$ cat src/rtl/hazard_ctrl.sv
// Pipeline hazard controller: shadow scoreboard of in-flight destinations,
// operand forwarding selects, load-use/busy stalls, branch flush and debug stepping.
module hazard_ctrl #(
    parameter int ADDR_W      = 5,
    parameter int PIPE_DEPTH  = 3,
    parameter int LOAD_LAT    = 1,
    parameter int FLUSH_SLOTS = 1,
    parameter int CNT_W       = 16
) (
    input  logic                               clk,
    input  logic                               rst,
    input  logic                               id_valid,
    input  logic [ADDR_W-1:0]                  id_rs,
    input  logic [ADDR_W-1:0]                  id_rt,
    input  logic                               id_rs_used,
    input  logic                               id_rt_used,
    input  logic                               id_wen,
    input  logic [ADDR_W-1:0]                  id_rd,
    input  logic                               id_is_load,
    input  logic                               id_branch_taken,
    input  logic                               exe_busy,
    input  logic                               debug_en,
    input  logic                               debug_step,
    output logic [$clog2(PIPE_DEPTH+1)-1:0]    fwd_a_sel,
    output logic [$clog2(PIPE_DEPTH+1)-1:0]    fwd_b_sel,
    output logic [PIPE_DEPTH+1:0]              stage_en,
    output logic [PIPE_DEPTH+1:0]              stage_rst,
    output logic                               stall,
    output logic [CNT_W-1:0]                   stall_cycles
);

    localparam int SEL_W = $clog2(PIPE_DEPTH + 1);
    localparam int FCW   = (FLUSH_SLOTS > 1) ? $clog2(FLUSH_SLOTS + 1) : 1;

    logic [PIPE_DEPTH:1]             sb_valid;
    logic [PIPE_DEPTH:1]             sb_wen;
    logic [PIPE_DEPTH:1]             sb_load;
    logic [PIPE_DEPTH:1][ADDR_W-1:0] sb_rd;
    logic [FCW-1:0]                  flush_cnt;
    logic                            step_prev;

    logic [SEL_W-1:0] sel_a, sel_b;
    logic             hold, load_use, taken_issue, flush;

    // Youngest matching producer wins; address 0 is hardwired and never forwards.
    function automatic logic [SEL_W-1:0] fwd_pick(
        input logic [ADDR_W-1:0]             src,
        input logic                          used,
        input logic [PIPE_DEPTH:1]           v,
        input logic [PIPE_DEPTH:1]           w,
        input logic [PIPE_DEPTH:1][ADDR_W-1:0] rd
    );
        fwd_pick = '0;
        if (used && src != '0) begin
            for (int k = PIPE_DEPTH; k >= 1; k--) begin
                if (v[k] && w[k] && rd[k] == src) fwd_pick = SEL_W'(k);
            end
        end
    endfunction

    always_comb begin
        sel_a = fwd_pick(id_rs, id_rs_used, sb_valid, sb_wen, sb_rd);
        sel_b = fwd_pick(id_rt, id_rt_used, sb_valid, sb_wen, sb_rd);
        load_use = 1'b0;
        for (int k = 1; k <= PIPE_DEPTH; k++) begin
            if (sb_load[k] && k <= LOAD_LAT && (sel_a == SEL_W'(k) || sel_b == SEL_W'(k)))
                load_use = id_valid;
        end
        hold        = debug_en && !(debug_step && !step_prev);
        taken_issue = id_valid && id_branch_taken;
        flush       = (flush_cnt != '0) || taken_issue;
    end

    always_comb begin
        stage_en  = '1;
        stage_rst = '0;
        stall     = 1'b0;
        fwd_a_sel = sel_a;
        fwd_b_sel = sel_b;
        if (rst) begin
            stage_rst = '1;
            fwd_a_sel = '0;
            fwd_b_sel = '0;
        end else if (hold) begin
            stage_en = '0;
        end else if (exe_busy) begin
            stage_en[2:0] = '0;
            stage_rst[3]  = 1'b1;
            stall         = 1'b1;
        end else if (load_use) begin
            stage_en[1:0] = '0;
            stage_rst[2]  = 1'b1;
            stall         = 1'b1;
        end else if (flush) begin
            stage_rst[1] = 1'b1;
        end
    end

    always_ff @(posedge clk) begin
        if (rst) begin
            sb_valid     <= '0;
            sb_wen       <= '0;
            sb_load      <= '0;
            sb_rd        <= '0;
            flush_cnt    <= '0;
            stall_cycles <= '0;
            step_prev    <= 1'b0;
        end else begin
            step_prev <= debug_step;
            if (!hold) begin
                if (stall && stall_cycles != '1) stall_cycles <= stall_cycles + 1'b1;
                for (int k = PIPE_DEPTH; k >= 2; k--) begin
                    sb_valid[k] <= sb_valid[k-1];
                    sb_wen[k]   <= sb_wen[k-1];
                    sb_load[k]  <= sb_load[k-1];
                    sb_rd[k]    <= sb_rd[k-1];
                end
                if (exe_busy) begin
                    // EXE occupant stays put; a bubble drains into the stage after it
                    sb_valid[1] <= sb_valid[1];
                    sb_wen[1]   <= sb_wen[1];
                    sb_load[1]  <= sb_load[1];
                    sb_rd[1]    <= sb_rd[1];
                    sb_valid[2] <= 1'b0;
                    sb_wen[2]   <= 1'b0;
                    sb_load[2]  <= 1'b0;
                    sb_rd[2]    <= '0;
                end else if (load_use) begin
                    sb_valid[1] <= 1'b0;
                    sb_wen[1]   <= 1'b0;
                    sb_load[1]  <= 1'b0;
                    sb_rd[1]    <= '0;
                end else begin
                    sb_valid[1] <= id_valid;
                    sb_wen[1]   <= id_wen;
                    sb_load[1]  <= id_is_load;
                    sb_rd[1]    <= id_rd;
                    if (flush) flush_cnt <= taken_issue ? FCW'(FLUSH_SLOTS - 1) : flush_cnt - 1'b1;
                end
            end
        end
    end

endmodule

$ cat config.mk
export PLATFORM = sky130hd
export DESIGN_NAME = hazard_ctrl
export DESIGN_NICKNAME = d
export VERILOG_FILES = /design/src/rtl/hazard_ctrl.sv
export SDC_FILE = /design/constraint.sdc
export NUM_CORES = 1
export LEC_CHECK = 0
export CAP_MARGIN = 25
export CORE_MARGIN = 3
export CORE_UTILIZATION = 53
export DETAILED_ROUTE_END_ITERATION = 8
export HOLD_SLACK_MARGIN = 0.03
export PLACE_DENSITY = 0.82
export SYNTH_ARGS = -nofsm -noshare
export SYNTH_HDL_FRONTEND = slang
export SYNTH_SLANG_ARGS = --single-unit
$ cat constraint.sdc
create_clock -name clk -period 5.86 [get_ports clk]
set_input_delay 1.172 -clock clk [delete_from_list [all_inputs] [get_ports clk]]
set_output_delay 1.172 -clock clk [all_outputs]
set_load 0.01 [all_outputs]
==> results.txt <==
----------------------------------------------------
[Timing]
  Actual transition at the worst max-transition pin ... 0.612 ns
  Setup-violating endpoint count in the final report ... 0
  Fin Setup TNS ... 0 ns
  Final hold violations ... 0
  F_max ... 205 MHz
  Final max-slew violation count ... 0
  Clock tree skew after final layout ... 0.00414 ns
  Final period demand of the worst path ... 4.87 ns
  Worst-case headroom to the max-slew limit ... 0.591
  Final period utilization ... 0.831
  RSZ-0062 raised after global routing ... false

[Clock network]
  Cts bufs inserted ... 5
  TritonCTS clock tree ... done
  Sinks on the clock net ... 40
  Clock Path Buffers ... 2
  Master cell of the clock root buffer ... clkbuf_8
  Post-CTS clock slew at the launch and capture registers of the worst setup and hold paths ... 0.07 ns
  CTS H-tree lvls ... 2
  Number of resized instances in the post-cts repair step ... 0
  Total of hold buffers inserted after clock tree synthesis ... 0
  Clock network latency to the later pin of the worst-skew pair ... 0.29 ns
  Post-CTS setup buffers ... 0

[Finish]
  Final antenna diode count ... 0
  Share of the core filled with cells ... 0.744
  Commonest non-fill, non-tap cells in the layout ... clkdlybuf4s50_1 (56), dfxtp_1 (40), nand2_1 (30)
  Share of post-route cells with drive strength above 1 ... 0.0669
  Area delta synth->final ... 29.2%
  Leading cell type in the layout, fill and taps excluded ... clkdlybuf4s50_1
  Number of nets in the layout ... 340
  Post-layout instance count excluding filler cells ... 362

[Power]
  Leakage power figure ... 1.01 nW
  Highest ir drop seen on vdd ... 0.155 mV
  Final Power ... 0.000568 W
  Relative contribution of the clock network to total power ... 0.343
  Internal power component ... 0.000419 W
  Switching power as a share of total power ... 0.262
  Flop pwr share ... 0.504
  Areal power density over the cells ... 198 nW/um^2
  Net load switching power ... 0.000149 W
  Combinational share of power ... 0.153

[Setup path]
  Arrival time of the worst setup path ... 3.70 ns
  Maximum fanout along the worst path ... 5
  Crit Path Class ... in2out
  Critical path startpoint category ... primary input
  Required time at the endpoint of the critical path ... 4.69 ns
  Depth of the worst register-to-register path ... 6
  Nature of the critical path endpoint ... output port

[Place]
  Count of port buffers added during placement ... 56
  Half-perimeter wire length after detailed placement ... 3870 um
  Final GP Congestion ... 0.943
  Instance count after placement with tap cells included ... 354

[Die]
  Horizontal die dimension ... 70.7 um
  Die area ... 5000 um^2
  Effective utilization at floorplan ... 0.575
  Placement Rows ... 22
  Total core area ... 3850 um^2
  I/O pin count ... 57
  Die Y ... 70.7 um

[Routing]
  Initial drt markers ... 77
  Overall via count from detail_route ... 2033
  Final Routed Wirelength ... 5350 um
  DR pass1 iterations ... 4
  DRC violations left ... 0
  Average detailed-routed wire length per instance ... 14.8 um
  Via-per-instance ratio ... 5.62
  Antenna Violating Nets Remaining ... 0

[Synthesis]
  Summed instance area of the synthesized netlist ... 2220 um^2
  Cell count after synthesis ... 263
  Count of warnings emitted by yosys ... 0
  Share of flip-flops with an asynchronous set or reset after synthesis ... 0
  Total nets after synthesis ... 290
  Count of state elements after synthesis ... 40
  Synthesized area per cell ... 8.43 um^2
  Most used DFF post-synth ... dfxtp_1
  Proportion of synthesized chip area in sequential cells ... 0.361
  Number of distinct library cell variants in the gate-level netlist after synthesis ... 44
  Number of enable flip-flop cells after synthesis ... 0

[Min path]
  Instance count along the most critical hold path ... 2
  Kind of path behind the tightest hold check ... reg2reg

[Outcome]
  Outcome ... finished clean

[Global routing]
  Maximum number of pins on one net before global-route repair ... 46
  Via count of the first global-routing pass ... 1969
  Initial antenna violation count ... 0
  Total Routing Usage GR ... 0.220
  Wire length of the first global-routing pass ... 8910 um
  Remaining global-route overflow ... 0

[Flow run]
  Reported max-cap violation count ... 0

----------------------------------------------------
## critical path: stages
cell	delay, ns
clkdlybuf4s50_1	0.60
xnor2_1	0.15
nand4_1	0.12
nor3_1	0.44
a21oi_1	0.20
o21a_1	0.24
or2_2	0.29
clkdlybuf4s50_1	0.48
## routing by layer
layer  track usage  vias to the layer above  share of wire
li1              -                     1014              -
met1         0.294                      930           0.46
met2         0.343                       75           0.45
met3        0.0526                       14          0.072
met4        0.0835                        0          0.024
met5             0                        -              0
## kinds of logic after synthesis
| family | Yosys count | share of synthesized area |
|---|---|---|
| AND/OR/NAND/NOR | 119 | 0.290 |
| XOR/XNOR | 43 | 0.170 |
| AO/OA/AOI/OAI | 40 | 0.124 |
| flip-flops | 40 | 0.361 |
| buffers and inverters | 19 | 0.0451 |
| multiplexers | 1 | 0.00451 |
| adder cells (fa/ha/maj) | 1 | 0.00564 |
## area by class of cell
cell class              count  area (um^2)
flip-flops and latches     40          801
inverters                   4         15.0
well taps                  48         60.1
fillers                   318          988
multi-input cells         204         1320
clock inverters             2         15.0
clock buffers               6         82.6
repair buffers             58          576
## metrics by stage
step	hold WS [ns]	setup WS, ns	area [um^2]
final	0.441	0.991	2870
after global routing	0.466	0.821	2870
after CTS	0.445	0.987	2870
after detailed placement	0.433	0.961	2770
after global placement	0.422	1.00	2770
after floorplan	0.416	2.11	2220
## path summary, 6_finish.rpt
path                                      start              end  slack (ns)
worst max-delay path                   id_rs[0]      stage_en[1]        0.99
worst min-delay path                  flush_cnt        flush_cnt        0.44
worst max register to register  stall_cycles[3]  stall_cycles[1]        3.41
worst min register to register        flush_cnt        flush_cnt        0.44
## power groups by stage
stage          Combinational, W  Sequential, W  Clock, W
3_3_place_gp          0.0000858       0.000292         0
4_1_cts               0.0000870       0.000286  0.000201
3_5_place_dp          0.0000864       0.000292         0
2_1_floorplan         0.0000478       0.000291         0
5_1_grt               0.0000947       0.000287  0.000213
6_report              0.0000871       0.000286  0.000195
## sequential cells by signal (all words and copies together), names as in the netlist
signal and cells:
sb_rd 15, step_prev 1, flush_cnt 1, sb_valid 3, sb_load 1, stall_cycles 16, sb_wen 3
## synthesized netlist by cell type, drive strengths merged (7+ instances only)
cell / count / area [um^2]
a21oi: 19 / 95.1
a22o: 7 / 61.3
buf: 9 / 62.6
dfxtp: 40 / 801
nand2: 30 / 113
nand3: 11 / 80.1
nand3b: 7 / 52.6
nand4: 12 / 75.1
nor2: 24 / 90.1
xnor2: 16 / 140
xor2: 27 / 236
Power figures use the tool's default switching activity.
